[config.mk]
export PLATFORM = sky130hd
export DESIGN_NAME = free_list
export DESIGN_NICKNAME = d
export VERILOG_FILES = /design/src/rtl/free_list.sv
export SDC_FILE = /design/constraint.sdc
export NUM_CORES = 1
export LEC_CHECK = 0
export CAP_MARGIN = 5
export CELL_PAD_IN_SITES_DETAIL_PLACEMENT = 1
export CELL_PAD_IN_SITES_GLOBAL_PLACEMENT = 1
export CORE_UTILIZATION = 56
export CTS_CLUSTER_DIAMETER = 200
export DETAILED_ROUTE_END_ITERATION = 6
export PLACE_DENSITY = 0.86
export SYNTH_ARGS = -nofsm -noshare
export SYNTH_HDL_FRONTEND = slang
export SYNTH_SLANG_ARGS = --single-unit
[constraint.sdc]
create_clock -name clock -period 7.4 [get_ports clock]
set_input_delay 0.74 -clock clock [delete_from_list [all_inputs] [get_ports clock]]
set_output_delay 0.74 -clock clock [all_outputs]
set_load 0.005 [all_outputs]
[src/rtl/free_list.sv]
// Circular FIFO of free physical register tags feeding rename; retire-side head allows single-cycle flush recovery.
// Latency: alloc_tag/empty/free_count are combinational from state; pops, pushes and flushes take effect at the next edge.
// Backpressure: none internally; rename must stall while empty=1, and alloc_en is ignored when empty or during flush.

package free_list_pkg;
    localparam int NUM_PHYS = 64;
    localparam int NUM_ARCH = 32;
    localparam int DEPTH    = NUM_PHYS - NUM_ARCH;
    localparam int PHYS_W   = $clog2(NUM_PHYS);
    localparam int PTR_W    = $clog2(DEPTH);
    localparam int CNT_W    = $clog2(DEPTH + 1);

    typedef struct packed {
        logic [PHYS_W-1:0] phys_reg;
        logic              valid;
        logic              ready;
    } tag_t;
endpackage

module free_list
    import free_list_pkg::*;
(
    input  logic             clock,
    input  logic             reset_n,
    input  logic             alloc_en,
    output tag_t             alloc_tag,
    output logic             empty,
    input  logic             retire_en,
    input  tag_t             retire_tag,
    input  logic             flush,
    output logic [CNT_W-1:0] free_count
);

    logic [PHYS_W-1:0] mem_q [DEPTH];
    logic [PTR_W-1:0]  head_q, head_d;
    logic [PTR_W-1:0]  tail_q, tail_d;
    logic [PTR_W-1:0]  retire_head_q, retire_head_d;
    logic [CNT_W-1:0]  count_q, count_d;
    logic              alloc_fire;
    logic              unused_tag_bits;

    // Only the register index of a superseded tag is kept.
    assign unused_tag_bits = ^{retire_tag.valid, retire_tag.ready};

    assign empty              = (count_q == '0);
    assign free_count         = count_q;
    assign alloc_tag.phys_reg = mem_q[head_q];
    assign alloc_tag.valid    = !empty;
    assign alloc_tag.ready    = 1'b0;

    assign alloc_fire = alloc_en && !empty && !flush;

    always_comb begin
        tail_d        = tail_q;
        retire_head_d = retire_head_q;
        head_d        = head_q;
        count_d       = count_q;

        if (retire_en) begin
            tail_d        = tail_q + PTR_W'(1);
            retire_head_d = retire_head_q + PTR_W'(1);
        end

        // Flush rewinds head past every unretired allocation, including a same-cycle retire.
        if (flush) begin
            head_d  = retire_head_d;
            count_d = CNT_W'(DEPTH);
        end else begin
            if (alloc_fire) begin
                head_d = head_q + PTR_W'(1);
            end
            if (retire_en && !alloc_fire) begin
                count_d = (count_q == CNT_W'(DEPTH)) ? count_q : count_q + CNT_W'(1);
            end else if (alloc_fire && !retire_en) begin
                count_d = count_q - CNT_W'(1);
            end
        end
    end

    always_ff @(posedge clock or negedge reset_n) begin
        if (!reset_n) begin
            head_q        <= '0;
            tail_q        <= '0;
            retire_head_q <= '0;
            count_q       <= CNT_W'(DEPTH);
        end else begin
            head_q        <= head_d;
            tail_q        <= tail_d;
            retire_head_q <= retire_head_d;
            count_q       <= count_d;
        end
    end

    always_ff @(posedge clock or negedge reset_n) begin
        if (!reset_n) begin
            for (int i = 0; i < DEPTH; i++) begin
                mem_q[i] <= PHYS_W'(NUM_ARCH + i);
            end
        end else if (retire_en) begin
            mem_q[tail_q] <= retire_tag.phys_reg;
        end
    end

endmodule

# After elaboration in Yosys (flattened, before gate mapping)
# Index checks and enable logic that the tools add are counted.
[op_classes]
n_shift = 0
mul = 0
div = 0
bitwise = 2
add_sub_neg = 5
magnitude_cmp = 3
eq_ne = 2
muxes = 13
n_reduce_logical = 13
[op_table]
columns = ["cell", "n"]
rows = [
  ["$bwmux 192", 1],
  ["$mux 6", 7],
  ["$bmux 6 s5", 1],
  ["$demux 6 s5", 1],
  ["$add 5x1->5 const B", 3],
  ["$mux 5", 3],
  ["$ge 6x6->1 const B", 2],
  ["$not 5->6", 2],
  ["$add 6x1->6 const B", 1],
  ["$eq 6x6->1 const B", 1],
  ["$logic_not 6->1", 1],
  ["$lt 6x1->1 const B", 1],
  ["$sub 6x1->6 const B", 1],
  ["$logic_and 1x1->1", 5],
  ["$logic_not 1->1", 4],
  ["$ne 3x3->1 const B", 1],
  ["$reduce_bool 3->1", 1],
  ["$reduce_and 2->1", 1],
  ["$reduce_bool 2->1", 1],
]
[totals]
rom_bits = 0
regBits = 213
input_bits = 13
output_inout_bits = 15
mem_count = 0
latchBits = 0
mem_bits_rw = 0

# Longest topological paths before layout
# Gate-level depths: netlist of the first run.
[logic_depth]
depth_word = 8
ltp_mapped = 10
depth_no_buf = 10

# Least setup slack after synthesis of the first run
# Ideal clock, no wire load.
[synth_path]
kind = "register to register"
startpoint = "register count_q[1], in the netlist free_count[1]"
endpoint = "register count_q[5], in the netlist free_count[5]"
arrival_time_ns = 2.537
slack_ns = 4.769
path_stages_with_launch = 10
setup_time_ns = 0.094
period_less_slack_ns = 2.631
required_ns = 7.306
path_cell_list = "dfrtp_1 -> or3_1 -> o21ai_1 -> o21ai_1 -> ha_1 -> a211oi_1 -> o21bai_1 -> a21oi_1 -> xnor2_1 -> a311oi_1"
[synth_via]
elab_chain_cells = 8
elab_cells_between_ends = 17
cone_classes = "add/sub (2); eq/ne (2); mux (4); reduce/logical (9)"
[synth_lines]
columns = ["item", "line", "text"]
rows = [
  ["from (decl)", "38", "logic [CNT_W-1:0] count_q, count_d;"],
  ["from (signal assigned)", "85", "count_q <= CNT_W'(DEPTH);"],
  ["from (signal assigned)", "90", "count_q <= count_d;"],
  ["branches (longest 8 deep; another with $sub 6x1->6)", "-", ""],
]
# Several ways; the timed one is not identified. The select of a mux whose other input is x is not followed.
# A chain may end at the register's enable or synchronous reset.

==> metrics.cfg, run 1 <==
[status]
status=complete, no violations

[floorplan]
core_area_mm2=0.01802
die_area_mm2=0.01904
dieWidth_um=138.0
initial_core_util=0.5746
ios=28
die_h_um=138.0
rows=49

[min_path]
hp-class=primary input to asynchronous set/reset pin

[pwr]
irDropWorstVdd_mv=0.2860
p_leak_uw=0.005091
powerDensity_mw_per_mm2=436.1

[critical_path]
cp_data_arrival_time_ps=3320
worst-path-buf-inv=1
critical-path-max-stage-delay_ps=1000
path_max_fanout=12
path_cells=nor2b_1 -> a22oi_1 -> nand3_1 -> nand3_2 -> clkdlybuf4s50_1
crit_slowest_cell=nor2b_1
cp-start-kind=flop
cp.required_ps=6660
path_class=flop to output port
cpLargestDelayFamily=simple AND/OR/NAND/NOR gates
cp-end-kind=output port
rrSetupSlack_ps=4210

[cells_and_area]
fin_area_mm2=0.01146
final_common_cell=mux2_1
diodes=0
layout_common_cells=mux2_1, dfstp_2, dfrtp_1
layout-drive-gt1-share=0.2402
area_growth_pct=10.62
nNetsFinal=770
finalNonFillerCells=991
nFillCells=1662

[synth]
netlist_instances=740
avgSynthCellArea_um2=13.99
ys_types=51
synth_nets=764
synth_edf_count=0
yosys_warnings=0
ys.flop_type=dfstp_2
ys_seq_area_frac=0.5283
ys_seq_elements=213
synthArstFlopShare=1.000
synth_area_mm2=0.01036

[sta]
rsz0062_at_grt=false
setup_viol=0
slew_viol_final=0
maxSlewHeadroom=0.1343
holdWs_ps=400.2
worst_pin_slew_ps=1294
clock.fmax_mhz=246.2
layout_setup_ws_ps=3338
tns_ps=0
finClkSkew_ps=13.78
fin_crit_sh=0.5489
hold_viol_final=0
fin_crit_ps=4062

[place]
place_area_mm2=0.01065
dp_hpwl_um=15810
dp_cells=950
gp_congestion=0.8077
numPortBuffers=24
place_ws_ps=3586

[clock_network]
cts.clk_slew.worst_paths_ps=60
clk_path_buf_depth=3
clock_latency_ps=510
clock-sinks=213
postCtsSetupBuffers=0
post_cts_resized=0
cts_root_buf=clkbuf_16
htree_levels=1
cts_tree=done
numCtsBuffers=23
cts_hold_buffers=0

[drt]
drt.antenna.violating_nets=0
avgRoutedWirePerCell_um=25.46
drcViolationCount=0
firstDrtPassIters=4
vias=6177
drt_iter0_drc=302
top_layer_used=met4
met2_length_um=13060
wl_met3_um=749
wl_met1_um=10730
drt-total-wl_um=25230
via_per_inst=6.233

[flow_run]
cap_violations=0

[grt]
grt_pass1_wl_um=39410
grt_pass1_vias=6829
grt_start_max_net_pins=135
antenna_found_initial=0
globalRouteOverflowTotal=0
grt.total_usage=0.2789

[worst paths after layout]
path,cells past startpoint,endpoint,start
setup / recovery,5,alloc_tag[5],head_q[2]$_DFFE_PN0P_
hold / removal,1,mem_q[32]$_DFFE_PN0P_,reset_n
setup reg to reg,9,free_count[5]$_DFFE_PN1P_,free_count[1]$_DFFE_PN0P_
hold reg to reg,1,mem_q[136]$_DFFE_PN0P_,mem_q[136]$_DFFE_PN0P_
max in group asynchronous,2,mem_q[19]$_DFFE_PN0P_,reset_n
min in group clock,1,mem_q[136]$_DFFE_PN0P_,mem_q[136]$_DFFE_PN0P_
[area by class of cell]
| type | count | area [um^2] | area share |
|---|---|---|---|
| flip-flops and latches | 213 | 5475 | 0.4779 |
| multi-input cells | 472 | 4579 | 0.3997 |
| clock buffers | 30 | 671.9 | 0.05865 |
| well taps | 229 | 286.5 | 0.02501 |
| repair buffers | 28 | 274.0 | 0.02392 |
| clock inverters | 11 | 138.9 | 0.01212 |
| inverters | 8 | 30.03 | 0.002621 |
[where the power goes]
group	internal, uW	switching [uW]
Clock	743	475
Combinational	832	826
Sequential	1780	343
[flip-flops by register name (all words and copies together), names as in the netlist]
signal,count
free_count,6
head_q,5
mem_q,192
retire_head_q,5
tail_q,5
[synth_stat cells (6+ instances only)]
cell type    n  area, um^2
mux2_1     187        2106
mux2_2       6       67.56
ha_1        10       125.1
mux4_2      12       270.3
a21oi_1     15       75.07
a22oi_1     12       90.09
mux4_1      18       473.0
dfrtp_1    100        2502
nand4_1      7       43.79
inv_1        7       26.28
xnor2_1      8       70.07
nand2_1     36       135.1
o21ai_1     10       50.05
clkbuf_1    27       101.4
dfstp_2    113        2969
mux2i_1     49       490.5
nor2_1      37       138.9
buf_2       10       50.05
nand3_1     18       90.09
[cell families after synthesis]
group | count (synthesis) | share of synthesized area
AOI/OAI and AO/OA | 56 | 0.03431
xor gates and xnor gates | 13 | 0.01099
adders and majority gates | 11 | 0.01401
buffers and inverters | 55 | 0.02948
DFF | 213 | 0.5283
muxes | 272 | 0.3290
other | 1 | 0.0003621
and+or+nand+nor | 119 | 0.05352
[stage by stage]
step,utilization,total power [uW]
detailed placement,0.5906,3754
CTS,0.6356,5031
finish,0.6356,4996
global placement,0.5906,3581
floorplan,-,3193
global route,0.6356,5245
[worst reg2reg max path: cells and delay by family (launching register included)]
| kind | cells | cell delay [ps] |
|---|---|---|
| AOI/OAI and AO/OA | 6 | 1650 |
| xor gates and xnor gates | 1 | 120 |
| adders and majority gates | 1 | 410 |
| DFF | 1 | 420 |
| and+or+nand+nor | 1 | 480 |
[routing by layer]
layer,GRT usage,up-vias
met4,0.08816,0
met2,0.4886,102
met3,0.03692,45
met1,0.3584,3316
met5,0,-
li1,-,2714
Power figures use the tool's default switching activity.
==> run 2, diff against run 1 <==
--- a/config.mk
+++ b/config.mk
@@ -8,10 +8,10 @@
 export CAP_MARGIN = 5
 export CELL_PAD_IN_SITES_DETAIL_PLACEMENT = 1
 export CELL_PAD_IN_SITES_GLOBAL_PLACEMENT = 1
-export CORE_UTILIZATION = 56
+export CORE_UTILIZATION = 52
 export CTS_CLUSTER_DIAMETER = 200
 export DETAILED_ROUTE_END_ITERATION = 6
-export PLACE_DENSITY = 0.86
+export PLACE_DENSITY = 0.81
 export SYNTH_ARGS = -nofsm -noshare
 export SYNTH_HDL_FRONTEND = slang
 export SYNTH_SLANG_ARGS = --single-unit
==> constraint.sdc (replaced) <==
create_clock -name clock -period 4.15 [get_ports clock]
set_input_delay 0.415 -clock clock [delete_from_list [all_inputs] [get_ports clock]]
set_output_delay 0.415 -clock clock [all_outputs]
set_load 0.005 [all_outputs]
==> metrics.cfg, run 2 (synthesis results as in run 1) <==
[cells_and_area]
final_common_cell=mux2_1
largest_register_ffs=192  ; unchanged
seqCellArea_mm2=0.005475  ; unchanged
nFillCells=1838  ; +11%
area_growth_pct=10.89
nNetsFinal=775  ; +0.65%
diodes=0  ; unchanged
layout-drive-gt1-share=0.2425  ; +0.002346
top_register=mem_q
multiInputGateArea_mm2=0.004579  ; unchanged
layout_common_cells=mux2_1, dfstp_2, dfrtp_1
fin_area_mm2=0.01148  ; +0.24%

[floorplan]
core_area_mm2=0.01946  ; +8.0%
ios=28  ; unchanged
die_area_mm2=0.02048  ; +7.6%
rows=51  ; +4.1%
initial_core_util=0.5321  ; -0.04244
die_h_um=143.1  ; +3.7%
dieWidth_um=143.1  ; +3.7%

[critical_path]
cp.required_ps=3730  ; -2930 ps
cp_data_arrival_time_ps=3260  ; -60 ps
cp-start-kind=flop
cp-end-kind=output port
r2r_cells=9  ; unchanged
path_max_fanout=12  ; unchanged
path_class=flop to output port

[status]
status=complete, no violations

[clock_network]
numCtsBuffers=23  ; unchanged
clk_path_buf_depth=3  ; unchanged
htree_levels=1  ; unchanged
clock_latency_ps=510  ; about the same
post_cts_resized=0  ; unchanged
postCtsSetupBuffers=0  ; unchanged
cts_hold_buffers=0  ; unchanged
clock-sinks=213  ; unchanged
cts.clk_slew.worst_paths_ps=60  ; about the same
cts_root_buf=clkbuf_16
cts_tree=done

[pwr]
seqPwrFrac=0.439  ; +0.015
p_sw_frac=0.3297  ; +0.0005169
intPower_uw=5832  ; +74%
clkPwrFrac=0.231  ; -0.013
powerDensity_mw_per_mm2=757.7  ; +74%
combinationalPowerShare=0.331  ; about the same
power.switching_uw=2869  ; +74%
p_leak_uw=0.005093  ; about the same
irDropWorstVdd_mv=0.4160  ; +45%

[place]
place_ws_ps=813.7  ; -2772 ps
place_area_mm2=0.01074  ; +0.89%
numPortBuffers=24  ; unchanged
gp_congestion=0.8962  ; +11%
dp_hpwl_um=16000  ; +1.2%

[sta]
maxSlewHeadroom=0.1431  ; +0.008826
fin_crit_sh=0.8850
finClkSkew_ps=8.510  ; -5.272 ps
slew_viol_final=0  ; unchanged
hold_viol_final=0  ; unchanged
layout_setup_ws_ps=477.1  ; -2861 ps
tns_ps=0  ; unchanged
fin_crit_ps=3673
worst_pin_slew_ps=1281  ; -13.20 ps
setup_viol=0  ; unchanged
rsz0062_at_grt=false
clock.fmax_mhz=272.3

[min_path]
hp-class=primary input to asynchronous set/reset pin

[flow_run]
cap_violations=0  ; unchanged

[grt]
grt_pass1_vias=6763  ; -0.97%
antenna_found_initial=0  ; unchanged
globalRouteOverflowTotal=0  ; unchanged
grt_start_max_net_pins=111  ; -18%
grt_pass1_wl_um=39570  ; +0.40%
grt.total_usage=0.2586  ; -0.02027

[drt]
drcViolationCount=0  ; unchanged
via_per_inst=5.984  ; -4.0%
vias=6176  ; -0.016%
drt.antenna.violating_nets=0  ; unchanged
avgRoutedWirePerCell_um=24.17  ; -5.1%
drt_iter0_drc=267  ; -12%
drt-total-wl_um=24950  ; -1.1%
firstDrtPassIters=6  ; +2

## run 2: worst paths after layout
kind                                                  end  slack, ps                 startpoint
worst min register to register      mem_q[86]$_DFFE_PN0P_        490      mem_q[86]$_DFFE_PN0P_
max in group asynchronous           mem_q[29]$_DFFE_PN1P_       3200                    reset_n
min in group clock                  mem_q[86]$_DFFE_PN0P_        490      mem_q[86]$_DFFE_PN0P_
worst max register to register  free_count[5]$_DFFE_PN1P_        880  free_count[1]$_DFFE_PN0P_
worst min-delay path                mem_q[54]$_DFFE_PN0P_         20                    reset_n
worst max-delay path                         alloc_tag[2]        480      head_q[2]$_DFFE_PN0P_
## run 2: through the flow
stage	utilization	power, uW	hold slack, ps	std cells
global placement	0.5518	6419	459.6	991
global route	0.5900	9156	99.30	1032
CTS	0.5900	8764	73.53	1032
finish	0.5900	8701	16.01	1032
detailed placement	0.5518	6695	468.3	991
floorplan	-	5694	119.4	740
## run 2: power groups by stage
stage	logic, uW	clock network (uW)	registers [uW]
after floorplan	2240	0	3460
after global placement	2710	0	3710
after detailed placement	2870	0	3830
after CTS	2910	2040	3820
after global routing	3130	2100	3930
final	2880	2010	3820
## run 2: per-layer routing
metal	vias up	global-route usage	part of all wire
met4	0	0.08206	0.029
met5	-	0	0
li1	2725	-	-
met1	3299	0.3404	0.42
met2	99	0.4462	0.52
met3	53	0.03052	0.027
## run 2: layout make-up
cell class                      count  share of cell area
Clock buffer                       31             0.05796
Inverter                            8            0.002615
Tap cell                          265             0.02887
Multi-Input combinational cell    472              0.3988
Sequential cell                   213              0.4768
Timing Repair Buffer               33             0.02822
Clock inverter                     10            0.006755
## run 2: worst max-delay path, cell delays in order (launching register included)
cell,delay [ps]
dfrtp_1,740
nor2b_1,890
a22oi_1,330
nand3_1,220
nand3_1,110
clkdlybuf4s50_1,460
==> run 3, diff against run 2 <==
--- a/config.mk
+++ b/config.mk
@@ -12,6 +12,7 @@
 export CTS_CLUSTER_DIAMETER = 200
 export DETAILED_ROUTE_END_ITERATION = 6
 export PLACE_DENSITY = 0.81
+export SKIP_CTS_REPAIR_TIMING = 1
 export SYNTH_ARGS = -nofsm -noshare
 export SYNTH_HDL_FRONTEND = slang
 export SYNTH_SLANG_ARGS = --single-unit
==> results of run 3 <==
Final layout, timing and power as in run 2 (identical DEF).
